===== src/rtl/m8088_pkg.sv =====
// Shared types and constants for the minimum-mode 8088 bus target.
package m8088_pkg;

    localparam int         ADDR_W        = 20;
    localparam logic [7:0] BUS_IDLE_DATA = 8'hFF;

    typedef enum logic [2:0] {
        IDLE,
        ADDR,
        REQ,
        WAIT,
        DONE
    } state_e;

    // IO cycles only decode a 16-bit port number, so the top nibble is cleared.
    function automatic logic [ADDR_W-1:0] bus_addr(input logic [ADDR_W-1:0] a,
                                                   input logic              is_mem);
        return is_mem ? a : {4'h0, a[15:0]};
    endfunction

endpackage


===== src/rtl/m8088_target_cnt.sv =====
// Loadable down-counter that stops at zero and flags when it is there.
module m8088_target_cnt #(
    parameter int W = 8
) (
    input  logic         clk,
    input  logic         rst_n,
    input  logic         load,
    input  logic         en,
    input  logic [W-1:0] load_val,
    output logic         zero
);

    logic [W-1:0] count_q;
    logic [W-1:0] count_d;

    always_comb begin
        count_d = count_q;
        if (load) begin
            count_d = load_val;
        end else if (en && (count_q != '0)) begin
            count_d = count_q - 1'b1;
        end
    end

    always_ff @(posedge clk or negedge rst_n) begin
        if (!rst_n) begin
            count_q <= '0;
        end else begin
            count_q <= count_d;
        end
    end

    assign zero = (count_q == '0);

endmodule


===== src/rtl/m8088_bus_target.sv =====
// Minimum-mode 8088 bus responder: latches the address on ALE, runs one req/ack backing-store
// transaction per strobe and inserts wait states via READY. Define M8088_TARGET_INTA_EN for INTA cycles.
module m8088_bus_target
    import m8088_pkg::*;
#(
    parameter int         MIN_WAIT   = 1,
    parameter int         TIMEOUT    = 255,
    parameter logic [7:0] INT_VECTOR = 8'h08
) (
    input  logic              CORE_CLK,
    input  logic              RESET_n,
    input  logic              ALE,
    input  logic [ADDR_W-1:0] addr,
    input  logic [7:0]        cpu_dout,
    input  logic              RD_n,
    input  logic              WR_n,
    input  logic              IOM,
    input  logic              INTA_n,
    output logic [7:0]        cpu_din,
    output logic              READY,
    output logic              bs_req,
    output logic              bs_we,
    output logic              bs_io,
    output logic [ADDR_W-1:0] bs_addr,
    output logic [7:0]        bs_wdata,
    input  logic              bs_ack,
    input  logic [7:0]        bs_rdata,
    output logic              timeout_err,
    input  logic              vec_we,
    input  logic [7:0]        vec_data
);

    localparam logic [3:0] WAIT_LOAD = 4'(MIN_WAIT);
    localparam logic [7:0] TO_LOAD   = 8'(TIMEOUT);

    state_e              state_q, state_d;
    logic                ale_q, ale_d;
    logic                iom_q, iom_d;
    logic [ADDR_W-1:0]   bs_addr_q, bs_addr_d;
    logic                bs_req_q, bs_req_d;
    logic                bs_we_q, bs_we_d;
    logic                bs_io_q, bs_io_d;
    logic [7:0]          bs_wdata_q, bs_wdata_d;
    logic [7:0]          cpu_din_q, cpu_din_d;
    logic                ready_q, ready_d;
    logic                timeout_err_q, timeout_err_d;
    logic                ack_seen_q, ack_seen_d;

    logic                start_req;
    logic                counting;
    logic                ack_now;
    logic                got_ack;
    logic                wait_zero;
    logic                to_zero;

`ifdef M8088_TARGET_INTA_EN
    logic                inta_q, inta_d;
    logic                pulse_q, pulse_d;
    logic [7:0]          vec_q, vec_d;
`else
    logic                unused_inta;
    assign unused_inta = ^{INTA_n, vec_we, vec_data, INT_VECTOR};
`endif

    assign counting = (state_q == REQ) || (state_q == WAIT);

    m8088_target_cnt #(.W(4)) u_wait_cnt (
        .clk      (CORE_CLK),
        .rst_n    (RESET_n),
        .load     (start_req),
        .en       (counting),
        .load_val (WAIT_LOAD),
        .zero     (wait_zero)
    );

    m8088_target_cnt #(.W(8)) u_timeout_cnt (
        .clk      (CORE_CLK),
        .rst_n    (RESET_n),
        .load     (start_req),
        .en       (counting),
        .load_val (TO_LOAD),
        .zero     (to_zero)
    );

    always_comb begin
        state_d       = state_q;
        ale_d         = ALE;
        iom_d         = iom_q;
        bs_addr_d     = bs_addr_q;
        bs_req_d      = bs_req_q;
        bs_we_d       = bs_we_q;
        bs_io_d       = bs_io_q;
        bs_wdata_d    = bs_wdata_q;
        cpu_din_d     = cpu_din_q;
        ready_d       = ready_q;
        timeout_err_d = timeout_err_q;
        ack_seen_d    = ack_seen_q;
        start_req     = 1'b0;
        ack_now       = 1'b0;
        got_ack       = 1'b0;
`ifdef M8088_TARGET_INTA_EN
        inta_d        = INTA_n;
        pulse_d       = ALE ? 1'b0 : pulse_q;
        vec_d         = vec_we ? vec_data : vec_q;
`endif

        case (state_q)
            IDLE: begin
                if (ALE) begin
                    iom_d     = IOM;
                    bs_addr_d = bus_addr(addr, IOM);
                end else if (ale_q) begin
                    state_d = ADDR;
                end
            end
            ADDR: begin
                if (ALE) begin
                    iom_d     = IOM;
                    bs_addr_d = bus_addr(addr, IOM);
                end else if (!RD_n || !WR_n) begin
                    // Both strobes low is resolved as a read.
                    state_d    = REQ;
                    ready_d    = 1'b0;
                    bs_req_d   = 1'b1;
                    bs_we_d    = RD_n;
                    bs_io_d    = ~iom_q;
                    bs_wdata_d = cpu_dout;
                    ack_seen_d = 1'b0;
                    start_req  = 1'b1;
                end
`ifdef M8088_TARGET_INTA_EN
                else if (!INTA_n && inta_q) begin
                    if (pulse_q) begin
                        cpu_din_d = vec_q;
                    end else begin
                        pulse_d = 1'b1;
                    end
                end
`endif
            end
            REQ, WAIT: begin
                ack_now = bs_ack && bs_req_q;
                got_ack = ack_now || ack_seen_q;
                if (ack_now) begin
                    bs_req_d   = 1'b0;
                    ack_seen_d = 1'b1;
                    if (!bs_we_q) begin
                        cpu_din_d = bs_rdata;
                    end
                end
                if (got_ack && wait_zero) begin
                    state_d = DONE;
                    ready_d = 1'b1;
                end else if (!got_ack && to_zero) begin
                    bs_req_d      = 1'b0;
                    timeout_err_d = 1'b1;
                    ready_d       = 1'b1;
                    state_d       = DONE;
                    if (!bs_we_q) begin
                        cpu_din_d = BUS_IDLE_DATA;
                    end
                end else begin
                    state_d = WAIT;
                end
            end
            DONE: begin
                if (RD_n && WR_n) begin
                    state_d   = IDLE;
                    cpu_din_d = BUS_IDLE_DATA;
                end
            end
            default: state_d = IDLE;
        endcase
    end

    always_ff @(posedge CORE_CLK or negedge RESET_n) begin
        if (!RESET_n) begin
            state_q       <= IDLE;
            ale_q         <= 1'b0;
            iom_q         <= 1'b0;
            bs_addr_q     <= '0;
            bs_req_q      <= 1'b0;
            bs_we_q       <= 1'b0;
            bs_io_q       <= 1'b0;
            bs_wdata_q    <= '0;
            cpu_din_q     <= BUS_IDLE_DATA;
            ready_q       <= 1'b1;
            timeout_err_q <= 1'b0;
            ack_seen_q    <= 1'b0;
`ifdef M8088_TARGET_INTA_EN
            inta_q        <= 1'b1;
            pulse_q       <= 1'b0;
            vec_q         <= INT_VECTOR;
`endif
        end else begin
            state_q       <= state_d;
            ale_q         <= ale_d;
            iom_q         <= iom_d;
            bs_addr_q     <= bs_addr_d;
            bs_req_q      <= bs_req_d;
            bs_we_q       <= bs_we_d;
            bs_io_q       <= bs_io_d;
            bs_wdata_q    <= bs_wdata_d;
            cpu_din_q     <= cpu_din_d;
            ready_q       <= ready_d;
            timeout_err_q <= timeout_err_d;
            ack_seen_q    <= ack_seen_d;
`ifdef M8088_TARGET_INTA_EN
            inta_q        <= inta_d;
            pulse_q       <= pulse_d;
            vec_q         <= vec_d;
`endif
        end
    end

    assign cpu_din     = cpu_din_q;
    assign READY       = ready_q;
    assign bs_req      = bs_req_q;
    assign bs_we       = bs_we_q;
    assign bs_io       = bs_io_q;
    assign bs_addr     = bs_addr_q;
    assign bs_wdata    = bs_wdata_q;
    assign timeout_err = timeout_err_q;

endmodule


===== config.mk =====
export PLATFORM = sky130hd
export DESIGN_NAME = m8088_bus_target
export DESIGN_NICKNAME = d
export VERILOG_FILES = /design/src/rtl/m8088_pkg.sv /design/src/rtl/m8088_target_cnt.sv /design/src/rtl/m8088_bus_target.sv
export SDC_FILE = /design/constraint.sdc
export NUM_CORES = 1
export LEC_CHECK = 0
export ABC_AREA = 1
export CAP_MARGIN = 20
export CORE_AREA = 5 5 135 73
export CTS_CLUSTER_SIZE = 24
export DETAILED_ROUTE_END_ITERATION = 8
export DIE_AREA = 0 0 140 78
export SLEW_MARGIN = 40
export SYNTH_ARGS = -nofsm -noshare
export SYNTH_HDL_FRONTEND = slang
export SYNTH_SLANG_ARGS = --single-unit

===== constraint.sdc =====
create_clock -name CORE_CLK -period 1.8 [get_ports CORE_CLK]
set_input_delay 0.36 -clock CORE_CLK [delete_from_list [all_inputs] [get_ports CORE_CLK]]
set_output_delay 0.36 -clock CORE_CLK [all_outputs]
set_load 0.02 [all_outputs]

---- Word level (Yosys, flattened, before mapping) ----
Index checks and enable logic that the tools add are counted.
storage, ports and cells
  bits in registers ....................... 59
  input port bits ......................... 53
  output and inout bits ................... 41
cells by class
  add/sub/neg operators ................... 2
  equality and inequality tests ........... 11
  reduce and logical (&&, ||, !) cells .... 31
  mux-type cells .......................... 36
  bitwise gates (word level) .............. 3
operators by type and width
  cell                                              count
  2-to-1 mux 8 bit                                  8
  2-to-1 mux 3 bit                                  7
  2-to-1 mux 20 bit                                 1
  one-hot mux 8 bit (2 select lines)                1
  2-to-1 mux 1 bit                                  13
  inequality test 2 bit, second input constant      6
  one-hot mux 3 bit (4 select lines)                1
  AND reduction 3 bit                               3
  logical NOT 8 bit                                 1
  2-to-1 mux 4 bit                                  2
  AND reduction 4 bit                               2
  nonzero test 2 bit                                4
  nonzero test 8 bit                                1
  subtractor 8 x 1 -> 8 bit, second input constant  1
  == test 3 x 2 -> 1 bit, second input constant     2
  logical AND 1 bit                                 6
  one-hot mux 1 bit (2 select lines)                3
  AND reduction 5 bit                               1
  logical NOT 4 bit                                 1
  AND reduction 2 bit                               2
  nonzero test 4 bit                                1
  OR reduction 2 bit                                2
  subtractor 4 x 1 -> 4 bit, second input constant  1
  == test 3 x 1 -> 1 bit, second input constant     1
  6 further kinds                                   12

---- Longest topological paths before layout ----
Gate-level depths: netlist of run 1.
  word-level depth ........................ 7
  depth in mapped cells ................... 8

---- Hierarchy ----
From an unflattened synthesis of run 1, not the netlist that was laid out.
unflattened totals
  cell total of the unflattened synthesis .. 382
  area total of the unflattened synthesis .. 2944.1 µm²
modules (own cells, without submodules)
  module                            instances  sequential area each (µm²)  cells an instance  area an instance (µm²)
  m8088_bus_target                  1          1187.4                      243                2052.0
  m8088_target_cnt (u_timeout_cnt)  1          200.2                       93                 596.8
  m8088_target_cnt (u_wait_cnt)     1          100.1                       46                 295.3

---- Worst setup path after synthesis of run 1 ----
Ideal clock, no wire load.
  kind .................................... register to register
  from .................................... register u_timeout_cnt.count_q[0]
  to ...................................... register bs_req_q (netlist: bs_req)
  stages on the path, launching flop included .. 8
  clock period less this slack ............ 1401 ps
  library setup time ...................... 130 ps
  path slack .............................. 399 ps
  path buffers ............................ 0
  arrival time ............................ 1271 ps
  cell sequence ........................... dfrtp_1 inv_1 ha_1 nand2_1 nor2_2 nand2_1 nor2_1 o21ai_0
between the ends
  cells in the longest elaborated chain, start to end .. 5
RTL lines
  what                                line                     text
  start: declaration                  m8088_target_cnt.sv:13   logic [W-1:0] count_q;
  start signal: assignment            m8088_target_cnt.sv:29   count_q <= count_d;
  logical NOT 8 bit                   m8088_target_cnt.sv:33   assign zero = (count_q == '0);
  logical AND 1 bit                   m8088_bus_target.sv:154  end else if (!got_ack && to_zero) begin
  2-to-1 mux 1 bit                    m8088_bus_target.sv:154
  2-to-1 mux 1 bit                    m8088_bus_target.sv:151  if (got_ack && wait_zero) begin
  one-hot mux 1 bit (2 select lines)  m8088_bus_target.sv:107  case (state_q)
  end signal: assignment              m8088_bus_target.sv:200  bs_req_q <= bs_req_d;
  end: declaration                    m8088_bus_target.sv:40   logic bs_req_q, bs_req_d;
Every way passes these cells.
A chain may end at the register's enable or synchronous reset.

---- Worst setup path in the final report of run 1 ----
  from .................................... register bs_we_q (netlist: bs_we)
  to ...................................... output bs_we
RTL lines
  what                      line                     text
  start: declaration        m8088_bus_target.sv:41   logic bs_we_q, bs_we_d;
  start signal: assignment  m8088_bus_target.sv:201  bs_we_q <= bs_we_d;
  end: declaration          m8088_bus_target.sv:22   output logic bs_we,
No word-level cell between the ends.

==> results_dict.tcl, run 1 <==
set metrics [dict create \
    root_buffer "clkbuf_16" \
    die_area_um2 10900 \
    ys_seq_elements 59 \
    end_kind "output port" \
    rsz0062_at_grt "no" \
    cp.arrival_ns 1.33 \
    wire_per_inst_um 13.0 \
    cp_top_family "buffers and inverters" \
    slew_violations 0 \
    dr.pass1.iters 5 \
    vias 2431 \
    core_um2 8470 \
    stdcell_count 560 \
    grt_max_degree 60 \
    drc 0 \
    h-tree-depth 3 \
    setup-violations-final 0 \
    areaGrowthSynthToFinish_pct 50.2 \
    first_global_vias 2475 \
    synthFlopType "dfrtp_1" \
    grt_pass1_wl_um 12600 \
    max_freq_ghz 0.593 \
    antenna_left 0 \
    rows 24 \
    gr-total-overflow 0 \
    portBuffers 83 \
    p_total_w 0.00757 \
    cts_tree "done" \
    ys_types 27 \
    worst_path_max_delay_cell "clkdlybuf4s50_1" \
    worst_slew_pin_slew_ns 0.338 \
    place_congestion 0.776 \
    crit_path_cell_trace "clkdlybuf4s50_1" \
    syn_inst 337 \
    cp_max_fo 3 \
    ioPinCount 94 \
    r2r_start "u_timeout_cnt.count_q[0]" \
    slew_headroom_pct 77.5 \
    rrSetupSlack_ns 0.31 \
    ys_async_sr_fraction_pct 100 \
    syn-num-nets 393 \
    synth-edff-count 0 \
    reg2reg_to "bs_req" \
    status "complete, no violations" \
    insertion_delay_ns 0.33 \
    dp_hpwl_um 5330 \
    hp-class "primary input to async pin" \
    tns_ns 0 \
    diodes 0 \
    power_leakage_nw 2.05 \
    nets 494 \
    antenna_found_initial 0 \
    slowest_delay_ns 0.62 \
    numClockSinks 59 \
    yosys_warnings 0 \
    clockBufferDepth 2 \
    synth_area_per_cell_um2 8.06 \
    hold_viol 0 \
    fin_crit_ns 1.69 \
    initial_core_util_pct 32.1 \
    syn_area_um2 2720 \
    path_clk_slew_ns 0.05 \
    worst_slack_ns 0.113 \
    die_h_um 78 \
    power.density_nw_per_um2 1860 \
    yosysSeqAreaShare_pct 54.8 \
    numCtsBuffers 9 \
    grt_usage_pct 14.5 \
    fin_skew_ns 0.00739 \
    dp_cells 544 \
    crit_required_ns 1.44 \
    dp_worst_setup_slack_ns -0.0533 \
    critPathBufInv 1 \
    critPathKind "register to output port" \
    r2r_cells 7 \
    worst_setup_path_start_kind "register" \
    drtIter0Drc 92 \
    cap_violations 0 \
    routed_wl_um 7290 \
    drive_gt1_share_pct 13.1 \
    finalCritPeriodShare_pct 93.7 \
    fill_cells 820 \
    via_per_inst 4.34 \
    die_w_um 140 \
    ir_drop_mv 0.992 \
]
==> metal layers <==
layer / wire, um / track usage (%) / vias to the layer above
li1: - / - / 1255
met1: 3610 / 19.6 / 1086
met2: 2770 / 19.1 / 85
met3: 865 / 9.03 / 5
met4: 46 / 3.77 / 0
met5: 0 / 0 / -
==> registers in the layout (all words and copies together) (netlist names), 3 cells and up <==
name	flops
bs_addr	20
bs_wdata	8
cpu_din	8
state_q	3
u_timeout_cnt.count_q	8
u_wait_cnt.count_q	4
==> stage by stage <==
stage | instance area, um2 | hold WS [ns] | util [%]
after CTS | 4080 | 0.0461 | 48.2
after floorplan | 2720 | 0.0644 | -
after detailed placement | 3780 | 0.396 | 44.6
after global placement | 3780 | 0.392 | 44.6
final | 4080 | 0.0246 | 48.2
after global routing | 4080 | 0.0654 | 48.2
==> cell type report <==
class	count	area [um2]	share of cell area, %
Clock buffer	12	267	6.53
Clock inverter	4	47.5	1.17
Inverter	27	101	2.48
Multi-Input combinational cell	245	1090	26.8
Sequential cell	59	1490	36.5
Tap cell	117	146	3.59
Timing Repair Buffer	96	937	23.0
==> worst max-delay path by stage <==
stage | start | to | slack (ns) | cells after the start
finish | bs_we | bs_we | 0.11 | 1
global route | bs_addr[2] | bs_addr[2] | 0.06 | 1
CTS | bs_we | bs_we | 0.1 | 1
detailed placement | RD_n | u_timeout_cnt.count_q[7] | -0.05 | 9
global placement | RD_n | u_timeout_cnt.count_q[1] | -0.03 | 7
floorplan | u_timeout_cnt.count_q[0] | bs_req | 0.40 | 7
==> report_power, final <==
part	total [W]	leakage, nW	internal (W)	switching [W]
sequential	0.00241	0.714	0.00202	0.000391
clock	0.00177	0.155	0.00118	0.000594
combinational	0.00338	1.18	0.00144	0.00195
==> synthesized netlist by cell type (3+ instances only) <==
cell | instances | area [um2]
a21oi_1 | 3 | 15.0
buf_2 | 3 | 15.0
dfrtp_1 | 50 | 1250
dfstp_2 | 9 | 236
ha_1 | 3 | 37.5
inv_1 | 22 | 82.6
inv_2 | 5 | 18.8
nand2_1 | 167 | 627
nand2_2 | 3 | 18.8
nand3_1 | 29 | 145
nor2_1 | 10 | 37.5
nor2_2 | 5 | 31.3
o21ai_0 | 7 | 35.0
o21ai_1 | 5 | 25.0
==> repair_timing <==
item / in CTS / in global routing
setup endpoints to repair: 9 / 0
hold buffers: 0 / 0
buffers inserted: 0 / 0
resized for setup: 9 / 0
==> cells in the final DEF (no fill, tap or decap), types with 3 or more instances in the layout <==
cell type | Yosys | layout
a21oi_1 | 3 | 3
buf_4 | 0 | 11
clkbuf_16 | 0 | 9
clkbuf_8 | 0 | 3
clkdlybuf4s50_1 | 0 | 73
dfrtp_1 | 50 | 50
dfstp_2 | 9 | 9
dlygate4sd2_1 | 0 | 9
ha_1 | 3 | 3
inv_1 | 22 | 22
inv_2 | 5 | 5
nand2_1 | 167 | 167
nand2_2 | 3 | 3
nand3_1 | 29 | 29
nor2_1 | 10 | 10
nor2_2 | 5 | 5
o21ai_0 | 7 | 7
o21ai_1 | 5 | 5
==> cells by family after synthesis <==
family | Yosys count | share of synthesized area (%)
AO/OA/AOI/OAI | 19 | 4.24
AND/OR/NAND/NOR | 223 | 34.6
flip-flops | 59 | 54.8
buffers and inverters | 33 | 4.98
adder cells (fa/ha/maj) | 3 | 1.38
Note: power is estimated with default switching activity, not from simulation.
==> run 2: changes to the inputs <==
Settings changed: CORE_AREA 5 5 135 73 to 5 5 140 75, CTS_CLUSTER_SIZE 24 to not set, DIE_AREA 0 0 140 78 to 0 0 145 80, SYNTH_HIERARCHICAL set to 1.
==> results_dict.tcl, run 2 <==
set metrics [dict create \
    nets 547 \
    drc 0 \
    worst_path_max_delay_cell "clkdlybuf4s50_1" \
    antenna_found_initial 1 \
    grt_usage_pct 14.1 \
    synth.area.top_cells "dfrtp_1 (42%), nand2_1 (25%), dfstp_2 (8.0%)" \
    grt_busiest_layer "met2" \
    r2r_cells 9 \
    setup-violations-final 0 \
    yosys.area.top_type "dfrtp_1" \
    first_global_vias 2633 \
    drtIter0Drc 140 \
    via_per_inst 4.38 \
    reg2reg_to "cpu_din[2]" \
    routed_wl_um 7780 \
    wire_per_inst_um 12.6 \
    grt_pass1_wl_um 13000 \
    p_int_w 0.00497 \
    rows 25 \
    numClockSinks 59 \
    stdcell_count 617 \
    cts_tree "done" \
    yosysMostFrequentCell "nand2_1" \
    largest_register_ffs 20 \
    critPathBufInv 1 \
    worst_slack_ns 0.112 \
    cts-hold-fix-buffers 0 \
    path_clk_slew_ns 0.05 \
    ir_drop_mv 0.707 \
    vias 2700 \
    h-tree-depth 3 \
    synth_top_area_share_pct 42.5 \
    seqPwrFrac_pct 29.6 \
    syn_inst 382 \
    cap_violations 0 \
    p_comb_share_pct 46.2 \
    die_w_um 145 \
    synth-edff-count 0 \
    synthFlopType "dfrtp_1" \
    yosys_warnings 6 \
    switching_share_pct 39.5 \
    max_freq_ghz 0.593 \
    rsz0062_at_grt "no" \
    place_congestion 0.792 \
    clockBufferDepth 2 \
    gr-total-overflow 0 \
    slowest_delay_ns 0.64 \
    hp-class "primary input to async pin" \
    areaGrowthSynthToFinish_pct 48.4 \
    antenna_left 0 \
    insertion_delay_ns 0.33 \
    ys_types 29 \
    status "complete, no violations" \
    layout_commonest_cell "nand2_1" \
    power.density_nw_per_um2 1880 \
    die_h_um 80 \
    initial_core_util_pct 32.1 \
    grt_max_degree 60 \
    dp_cells 601 \
    grt_util_met3_pct 8.28 \
    ioPinCount 94 \
    crit_path_cell_trace "clkdlybuf4s50_1" \
    ys_async_sr_fraction_pct 100 \
    r2r_start "u_timeout_cnt/count_q[1]" \
    fill_cells 897 \
    numCtsBuffers 9 \
    cp_max_fo 2 \
    dr.pass1.iters 4 \
    cts_resized 9 \
    met2_usage_pct 19.1 \
    crit_required_ns 1.44 \
    rrSetupSlack_ns 0.17 \
    slew_violations 0 \
    grtUsageMet1_pct 18.6 \
    yosysSeqAreaShare_pct 50.5 \
    cp.arrival_ns 1.33 \
    layout_common_cells "nand2_1 (196), clkdlybuf4s50_1 (72), dfrtp_1 (50)" \
    ys_seq_elements 59 \
    dp_worst_setup_slack_ns -0.0195 \
    postCtsSetupBuffers 0 \
    hold_viol 0 \
    fin_skew_ns 0.00657 \
    p_clk_share_pct 24.1 \
    critPathKind "register to output port" \
    diodes 0 \
    drive_gt1_share_pct 12.1 \
    syn_area_um2 2940 \
    final_util_pct 47.7 \
    end_kind "output port" \
    core_um2 9170 \
    synth_area_per_cell_um2 7.71 \
    portBuffers 83 \
    synth_common_cells "nand2_1 (196), dfrtp_1 (50), nand3_1 (24)" \
    root_buffer "clkbuf_16" \
    die_area_um2 11600 \
    power_leakage_nw 2.26 \
    finalCritPeriodShare_pct 93.8 \
    cp_top_family "buffers and inverters" \
    fin_crit_ns 1.69 \
    worst_setup_path_start_kind "register" \
    power.switching_w 0.00325 \
    dp_hpwl_um 5710 \
]
==> run 2: changes by cell type after synthesis, moves of 3 or more <==
cell,change
nor2_1,+6
nand2_1,+29
nand3_1,-5
nand2_4,+4
o21ai_1,+5
o21ai_0,+3
==> run 2: layer usage <==
metal	vias up	routed length [um]	part of all wire [%]
met1	1216	3770	48
met4	2	66	0.85
met3	11	864	11
li1	1388	-	-
met2	83	3060	39
met5	-	20	0.26
==> run 2: worst max-delay path by stage <==
stage,cells after the start,to,from,slack [ns]
final,1,bs_wdata[4],bs_wdata[4],0.11
after global routing,1,bs_addr[15],bs_addr[15],0.04
after CTS,1,bs_we,bs_we,0.06
after detailed placement,9,u_timeout_cnt/count_q[2],RD_n,-0.02
after global placement,9,u_timeout_cnt/count_q[3],RD_n,-0.02
after floorplan,8,u_timeout_cnt/count_q[0],state_q[2],0.17
==> run 2: kinds of logic (layout without fill, tap and decap cells) <==
logic type / Yosys count / in the layout / share of synthesized area (%)
fa+ha+maj: 3 / 3 / 1.28
xor+xnor: 1 / 1 / 0.298
flops: 59 / 59 / 50.5
simple gates: 257 / 257 / 37.1
buf+inv: 34 / 138 / 5.10
other cells: 2 / 12 / 0.255
compound gates: 26 / 26 / 5.48
==> run 2: power by group through the flow <==
stage | clock network, W | logic (W) | registers [W]
2_1_floorplan | 0 | 0.00184 | 0.00292
3_3_place_gp | 0 | 0.00382 | 0.00241
3_5_place_dp | 0 | 0.00387 | 0.00244
4_1_cts | 0.00204 | 0.00384 | 0.00244
5_1_grt | 0.00209 | 0.00424 | 0.00253
6_report | 0.00198 | 0.00380 | 0.00244
==> run 2: layout make-up <==
class / instances / area, um2 / area share (%)
clock buffers: 11 / 243 / 5.56
clock inverters: 5 / 100 / 2.29
inverters: 28 / 106 / 2.43
multi-input cells: 299 / 1360 / 31.0
flip-flops and latches: 59 / 1490 / 34.0
well taps: 121 / 151 / 3.47
repair buffers: 94 / 925 / 21.2
==> run 2: metrics by stage <==
step                instance area (um2)  hold slack, ns  setup TNS, ns  power (W)
floorplan                          2980          0.0644              0    0.00476
global placement                   4020           0.388        -0.0381    0.00623
detailed placement                 4020           0.390        -0.0468    0.00632
CTS                                4350          0.0401              0    0.00831
global route                       4370          0.0588              0    0.00886
finish                             4370          0.0195              0    0.00822
